--- src/rtl/debug_pkg.sv ---
// debug_pkg: shared constants and helpers for the debug LED peripheral.
//   - Register word indices (DBG_STATUS .. DBG_ID)
//   - ID word vendor/version bytes
//   - STATUS reset value
//   - lane_mask(): expands a 4-bit byte select into a 32-bit bit mask
package debug_pkg;

  localparam logic [31:0] DBG_STATUS = 32'd0;
  localparam logic [31:0] DBG_DATA   = 32'd1;
  localparam logic [31:0] DBG_BLINK  = 32'd2;
  localparam logic [31:0] DBG_DIV    = 32'd3;
  localparam logic [31:0] DBG_DUTY   = 32'd4;
  localparam logic [31:0] DBG_ID     = 32'd5;

  localparam logic [7:0] DBG_ID_VENDOR  = 8'hD6;
  localparam logic [7:0] DBG_ID_VERSION = 8'h02;

  localparam logic DBG_STATUS_RST = 1'b1;

  // Bit-level write enable derived from the byte selects.
  function automatic logic [31:0] lane_mask(input logic [3:0] sel);
    logic [31:0] m;
    m = '0;
    for (int i = 0; i < 4; i++) m[8*i +: 8] = {8{sel[i]}};
    return m;
  endfunction

endpackage

--- src/rtl/debug_blink.sv ---
// debug_blink: blink prescaler producing a square-wave phase.
//   clk   - clock
//   rst   - synchronous active-high reset (counter and phase clear)
//   div   - reload value (half-period minus one)
//   load  - restart: counter takes div, phase clears
//   phase - blink phase, toggles every div+1 cycles
module debug_blink #(
  parameter int DIV_W = 24
) (
  input  logic             clk,
  input  logic             rst,
  input  logic [DIV_W-1:0] div,
  input  logic             load,
  output logic             phase
);

  logic [DIV_W-1:0] div_cnt;

  always_ff @(posedge clk) begin
    if (rst) begin
      div_cnt <= '0;
      phase   <= 1'b0;
    end else if (load) begin
      div_cnt <= div;
      phase   <= 1'b0;
    end else if (div_cnt == '0) begin
      div_cnt <= div;
      phase   <= ~phase;
    end else begin
      div_cnt <= div_cnt - 1'b1;
    end
  end

endmodule

--- src/rtl/debug_led_wb.sv ---
// debug_led_wb: Wishbone debug/indicator peripheral.
//   Ports: wb_clk_i/wb_rst_i (sync, active-high), wb_adr_i (word index),
//   wb_dat_i/wb_dat_o, wb_we_i, wb_sel_i (byte lanes), wb_stb_i, wb_cyc_i,
//   wb_ack_o (single-cycle registered ack), led (status), leds[NLEDS].
//   Registers: 0 STATUS, 1 DATA, 2 BLINK, 3 DIV, 4 DUTY, 5 ID (ro).
//   Optional macro DEBUG_LED_PWM_EN adds the DUTY register and global PWM
//   dimming; without it index 4 reads 0 and the bank is never dimmed.
module debug_led_wb
  import debug_pkg::*;
#(
  parameter int NLEDS = 8,
  parameter int DIV_W = 24,
  parameter int PWM_W = 8
) (
  input  logic             wb_clk_i,
  input  logic             wb_rst_i,
  input  logic [31:0]      wb_adr_i,
  input  logic [31:0]      wb_dat_i,
  output logic [31:0]      wb_dat_o,
  input  logic             wb_we_i,
  input  logic [3:0]       wb_sel_i,
  input  logic             wb_stb_i,
  input  logic             wb_cyc_i,
  output logic             wb_ack_o,
  output logic             led,
  output logic [NLEDS-1:0] leds
);

  // A new access is accepted only when ack is low, so a held strobe
  // alternates accept/ack every other cycle.
  logic acc, wr;
  assign acc = wb_cyc_i & wb_stb_i & ~wb_ack_o;
  assign wr  = acc & wb_we_i;

  logic [31:0] wmask;
  assign wmask = lane_mask(wb_sel_i);

  logic hit_status, hit_data, hit_blink, hit_div;
  assign hit_status = (wb_adr_i == DBG_STATUS);
  assign hit_data   = (wb_adr_i == DBG_DATA);
  assign hit_blink  = (wb_adr_i == DBG_BLINK);
  assign hit_div    = (wb_adr_i == DBG_DIV);

  logic             status_q;
  logic [NLEDS-1:0] data_q, blink_q;
  logic [DIV_W-1:0] div_q;

  // Byte-lane merged write values, truncated to each register's width.
  logic             status_wr;
  logic [NLEDS-1:0] data_wr, blink_wr;
  logic [DIV_W-1:0] div_wr;
  assign status_wr = wmask[0] ? wb_dat_i[0] : status_q;
  assign data_wr   = (data_q  & ~wmask[NLEDS-1:0]) | (wb_dat_i[NLEDS-1:0] & wmask[NLEDS-1:0]);
  assign blink_wr  = (blink_q & ~wmask[NLEDS-1:0]) | (wb_dat_i[NLEDS-1:0] & wmask[NLEDS-1:0]);
  assign div_wr    = (div_q   & ~wmask[DIV_W-1:0]) | (wb_dat_i[DIV_W-1:0] & wmask[DIV_W-1:0]);

  // Any write to DIV restarts the prescaler from the new value.
  logic div_load, phase;
  assign div_load = wr & hit_div;

  debug_blink #(.DIV_W(DIV_W)) u_blink (
    .clk   (wb_clk_i),
    .rst   (wb_rst_i),
    .div   (div_load ? div_wr : div_q),
    .load  (div_load),
    .phase (phase)
  );

  logic        pwm_on;
  logic [31:0] rd_duty;
  logic        unused_ok;

`ifdef DEBUG_LED_PWM_EN
  localparam logic PWM_PRESENT = 1'b1;

  logic             hit_duty;
  logic [PWM_W-1:0] duty_q, pwm_cnt, duty_wr;
  assign hit_duty = (wb_adr_i == DBG_DUTY);
  assign duty_wr  = (duty_q & ~wmask[PWM_W-1:0]) | (wb_dat_i[PWM_W-1:0] & wmask[PWM_W-1:0]);

  always_ff @(posedge wb_clk_i) begin
    if (wb_rst_i) begin
      duty_q  <= '1;
      pwm_cnt <= '0;
    end else begin
      pwm_cnt <= pwm_cnt + 1'b1;
      if (wr && hit_duty) duty_q <= duty_wr;
    end
  end

  // All-ones duty is forced fully on; the compare alone would drop one slot.
  assign pwm_on  = (duty_q == '1) | (pwm_cnt < duty_q);
  assign rd_duty = 32'(duty_q);
`else
  localparam logic PWM_PRESENT = 1'b0;

  assign pwm_on  = 1'b1;
  assign rd_duty = '0;
`endif

  assign unused_ok = ^{wb_dat_i, wmask};

  logic [31:0] rd_data;
  always_comb begin
    rd_data = '0;
    case (wb_adr_i)
      DBG_STATUS: rd_data = 32'(status_q);
      DBG_DATA:   rd_data = 32'(data_q);
      DBG_BLINK:  rd_data = 32'(blink_q);
      DBG_DIV:    rd_data = 32'(div_q);
      DBG_DUTY:   rd_data = rd_duty;
      DBG_ID:     rd_data = {DBG_ID_VENDOR, 8'(NLEDS), DBG_ID_VERSION, 7'h0, PWM_PRESENT};
      default:    rd_data = '0;
    endcase
  end

  // Blinking LEDs are forced off during the high phase.
  logic [NLEDS-1:0] pre;
  assign pre = data_q & ~(blink_q & {NLEDS{phase}});

  always_ff @(posedge wb_clk_i) begin
    if (wb_rst_i) begin
      wb_ack_o <= 1'b0;
      wb_dat_o <= '0;
      status_q <= DBG_STATUS_RST;
      data_q   <= '0;
      blink_q  <= '0;
      div_q    <= '0;
      led      <= DBG_STATUS_RST;
      leds     <= '0;
    end else begin
      wb_ack_o <= acc;
      if (acc) wb_dat_o <= rd_data;
      if (wr) begin
        if (hit_status) status_q <= status_wr;
        if (hit_data)   data_q   <= data_wr;
        if (hit_blink)  blink_q  <= blink_wr;
        if (hit_div)    div_q    <= div_wr;
      end
      led  <= status_q;
      leds <= pre & {NLEDS{pwm_on}};
    end
  end

endmodule

--- config.mk ---
export PLATFORM = sky130hd
export DESIGN_NAME = debug_led_wb
export DESIGN_NICKNAME = d
export VERILOG_FILES = /design/src/rtl/debug_pkg.sv /design/src/rtl/debug_blink.sv /design/src/rtl/debug_led_wb.sv
export SDC_FILE = /design/constraint.sdc
export NUM_CORES = 1
export LEC_CHECK = 0
export ABC_AREA = 1
export BUFFER_PORTS_ARGS = -buffer_cell sky130_fd_sc_hd__buf_4
export CAP_MARGIN = 25
export CORE_UTILIZATION = 60
export CTS_BUF_LIST = sky130_fd_sc_hd__clkbuf_8
export DETAILED_ROUTE_END_ITERATION = 6
export PLACE_DENSITY = 0.95
export SLEW_MARGIN = 20
export SYNTH_ARGS = -nofsm -noshare
export SYNTH_HDL_FRONTEND = slang
export SYNTH_HIERARCHICAL = 1
export SYNTH_SLANG_ARGS = --single-unit
--- constraint.sdc ---
create_clock -name wb_clk_i -period 4.5 [get_ports wb_clk_i]
set_clock_uncertainty 0.1 [all_clocks]
set_input_delay 1.125 -clock wb_clk_i [delete_from_list [all_inputs] [get_ports wb_clk_i]]
set_output_delay 1.125 -clock wb_clk_i [all_outputs]
set_load 0.1 [all_outputs]
; ---- Word-level counts from Yosys, hierarchy flattened
; Cells that the tools add are included.
[word_totals]
regBits = 108
output_inout_bits = 42
inputBits = 73
word_cells = 45
[op_classes]
n_eq_ne = 4
addsub = 1
n_mux = 4
n_bitwise = 19
reduce_logical = 7
[op_table]
columns = op, count
row1 = $pmux W32 S5, 1
row2 = $mux W24, 3
row3 = $eq A32 B2 Y1 const B, 2
row4 = $and A24 B24 Y24, 2
row5 = $and A8 B8 Y8, 5
row6 = $eq A32 B1 Y1 const B, 1
row7 = $eq A32 B3 Y1 const B, 1
row8 = $logic_not A32 Y1, 1
row9 = $logic_not A24 Y1, 1
row10 = $not A24 Y24, 1
row11 = $or A24 B24 Y24, 1
row12 = $sub A24 B1 Y24 const B, 1
row13 = $not A8 Y8, 2
row14 = $or A8 B8 Y8, 2
row15 = $reduce_and A2 Y1, 3
row16 = $and A1 B1 Y1, 4
row17 = $reduce_and A3 Y1, 1
row18 = $not A1 Y1, 2
row19 = $reduce_or A2 Y1, 1

; ---- Longest topological paths before layout
[logic_depth]
ltp_word = 7
mapped_depth = 15

; ---- Modules after synthesis
; The synthesis kept the hierarchy.
[by_module_without_submodules]
columns = mod, area_each_um2, cells_per_inst, seq_area_each_um2, instances
row1 = debug_led_wb, 3412.0, 488, 1521.5, 1
row2 = debug_blink, 1745.4, 299, 500.5, 1

; ---- Worst setup path before layout
; No wires, ideal clock.
[synth_path]
kind = input port to flip-flop
from = in wb_adr_i[6]
to = reg u_blink.div_cnt[12]
setup_ps = 114
stages = 13
path_buffers = 1
slack_ps = 1768
t_required_ps = 4286
arrival_time_ps = 2518
cell_sequence = inv_1 nand2_1 nor2_4 nand2_1 nor2_2 nand2_4 nor2_8 clkinv_1 nand2_8 buf_8 nand2_1 nand2_1 nor2_2
[synth_between]
elab_chain_cells = 5
[synth_rtl]
columns = item, line
row1 = "start, declared", debug_led_wb.sv:17  ; input logic [31:0] wb_adr_i,
row2 = $eq A32 B2 Y1 (*), debug_led_wb.sv:42  ; assign hit_div = (wb_adr_i == DBG_DIV);
row3 = $and A1 B1 Y1 (*), debug_led_wb.sv:59  ; assign div_load = wr & hit_div;
row4 = net div_load, debug_led_wb.sv:58  ; logic div_load, phase;
row5 = $mux W24, debug_led_wb.sv:64  ; .div (div_load ? div_wr : div_q),
row6 = $mux W24, debug_blink.sv:26  ; end else if (div_cnt == '0) begin
row7 = $mux W24 (*), debug_blink.sv:23  ; end else if (load) begin
row8 = "end signal, assigned", debug_blink.sv:24  ; div_cnt <= div;
row9 = "end signal, assigned", debug_blink.sv:27  ; div_cnt <= div;
row10 = "end signal, assigned", debug_blink.sv:30  ; div_cnt <= div_cnt - 1'b1;
row11 = "end, declared", debug_blink.sv:17  ; logic [DIV_W-1:0] div_cnt;
; Mark *: on every way through the listed nets, which the timed path passes. The rest lies on a longest branch.
; A chain may end at the register's enable or synchronous reset.

; ---- Worst setup path in the final report
[layout_path]
from = in wb_adr_i[21]
to = reg u_blink.div_cnt[7]
; Same word-level chain as after synthesis.

==> metrics.yaml <==
crit_top_cell: "nor2_1"
grt_start_max_net_pins: 54
cts_sinks: 101
nFillCells: 634
drive_gt1_frac: 0.185
drt_iter0_markers: 332
path_clk_slew_ps: 100
synth_area_leaders: "dfxtp_1 (39%), nand2_1 (17%), nor2_1 (10%), inv_1 (6.1%), nand3_1 (5.7%)"
io_pins: 115
ctsHoldBuffers: 0
fmax_mhz: 325
grt_pass1_vias: 4645
cts_tree: "done"
powerDensity_nw_per_um2: 417
avgSynthCellArea_um2: 6.55
clockBufferDepth: 2
synth_flop_cell: "dfxtp_1"
dp_cells: 968
place.gp.congestion: 0.915
ys_seq_area_frac: 0.392
ys_ff_latch: 101
synth_top_cell_by_area: "dfxtp_1"
cts-root-buf: "clkbuf_8"
cp-start-kind: "input port"
cp_cell_sequence: "buf_4, nor2_1, nand2_1, inv_1, nand2_1, nor2_4, nand2_4, nor2_8, clkinv_1, nand2_8, inv_1, nor2_1, nor2_1"
final_cells: 984
period_minus_slack_ps: 3080
cp_max_fo: 37
final_util: 0.736
die_x_um: 94.7
vias: 5264
cp.required_ps: 4660
fp.coreArea_um2: 8260
dpl-instance-area_um2: 5870
final_antenna_net_count: 0
worst_pin_slew_ps: 807
crit_path_end_kind: "flop"
start_util: 0.625
grt_overflow: 0
drcViolationCount: 0
yosys_warnings: 6
leakage_nw: 3.04
path_class: "in -> reg"
final_area_um2: 6080
synth_cell_type_count: 35
pre_cts_ws_ps: 1100
routedWlPerCell_um: 12.7
max_stage_delay_ps: 380
cts_htree_levels: 3
syn_inst: 787
finalWorstSetupSlack_ps: 1420
hold_viol: 0
clock_latency_ps: 360
syn_to_final_growth_pct: 17.9
crit_slowest_cell: "nor2_4"
cts-resized-gates: 0
ir_worst_vdd_v: 0.000250
dp_hpwl_um: 8940
layout.nets: 949
synth.top_cell.area_share: 0.392
dieArea_um2: 8970
critPathBufInv: 4
post_cts_buffers: 0
routed_wl_um: 12500
drv_slew: 0
synth_commonest_cells: "nand2_1 (230), nor2_1 (139), dfxtp_1 (101)"
rsz0062_at_grt: "false"
num_antenna_cells: 0
hp-class: "reg -> reg"
routed_via_density: 5.35
async_reset_ff_frac: 0
grt_pass1_wl_um: 20800
antenna_found_initial: 0
port_buffers: 102
die_h_um: 94.7
multi_input_area_um2: 2590
syn_area_um2: 5160
fin_setup_tns_ps: 0
grt_use_total: 0.293
regArea_um2: 2020
cp_data_arrival_time_ps: 3240
r2r_slack_ps: 2240
finalSetupViolations: 0
drv_cap: 0
synth_edf_count: 0
cp_top_family: "simple AND/OR/NAND/NOR gates"
synth_most_common_cell: "nand2_1"
status: "completed"
fin_crit_sh: 0.684
relSlewSlack: 0.461
cts_buffers: 9
drtPass1Iterations: 6
rows: 33
cell usage in the layout, fill, tap and decap left out, types with 2 or more instances in the layout:
cell	synthesis	final
or2_2	2	2
nand2_1	230	230
xor2_1	5	5
o21ai_0	21	21
nand2_4	5	5
clkbuf_8	0	9
o21ai_2	8	8
nand4_1	7	7
nor2_4	7	7
ha_1	2	2
clkinv_4	0	3
nor2_1	139	139
buf_4	8	103
nand2_2	4	4
nor2_2	8	8
nand3_1	59	59
inv_2	4	4
xnor2_1	2	2
inv_1	84	84
clkinv_2	3	3
conb_1	1	3
a21oi_1	57	57
nand3b_1	2	2
dfxtp_1	101	101
logic make-up (layout without fill, tap and decap cells):
logic type,count (synthesis),in the layout,synth area share
other cells,1,3,0.000727
flops,101,101,0.392
compound gates,88,88,0.0917
buf+inv,121,211,0.106
xor+xnor,7,7,0.0119
simple gates,467,467,0.393
fa+ha+maj,2,2,0.00485
power breakdown:
| group | switching [mW] | internal (mW) | leakage (nW) |
|---|---|---|---|
| logic | 0.597 | 0.302 | 2.12 |
| registers | 0.0723 | 0.959 | 0.817 |
| clock network | 0.335 | 0.266 | 0.102 |
layer usage:
metal / vias to the layer above / track usage / part of all wire
met5: - / 0 / 0
met4: 0 / 0.0821 / 0.019
met3: 33 / 0.0580 / 0.076
met2: 246 / 0.476 / 0.46
met1: 2387 / 0.395 / 0.44
li1: 2598 / - / -
worst reg2reg max path: cells and delay by family (launching register included):
kind                   cells  cell delay (ps)
buffers and inverters      3              800
DFF                        1              350
and+or+nand+nor            6              920
cell type report:
type,count,area share
Timing Repair Buffer,103,0.127
Sequential cell,101,0.333
Inverter,92,0.0574
Multi-Input combinational cell,567,0.427
Tap cell,105,0.0216
Clock buffer,9,0.0204
Clock inverter,7,0.0138
worst paths after layout:
path,startpoint,to,cells after the start
worst min register to register,flop,leds[7]$_SDFF_PP0_,1
worst max register to register,wb_ack_o$_SDFF_PP0_,u_blink/div_cnt[7]$_SDFF_PP0_,9
worst max-delay path,wb_adr_i[21],u_blink/div_cnt[7]$_SDFF_PP0_,13
worst min-delay path,flop,leds[7]$_SDFF_PP0_,1
through the flow:
step | hold slack [ps] | total power, mW
after floorplan | 320 | 1.74
after global placement | 342 | 1.87
after detailed placement | 343 | 1.91
after CTS | 358 | 2.51
after global routing | 373 | 2.69
final | 359 | 2.53
(Power assumes the default switching activity.)
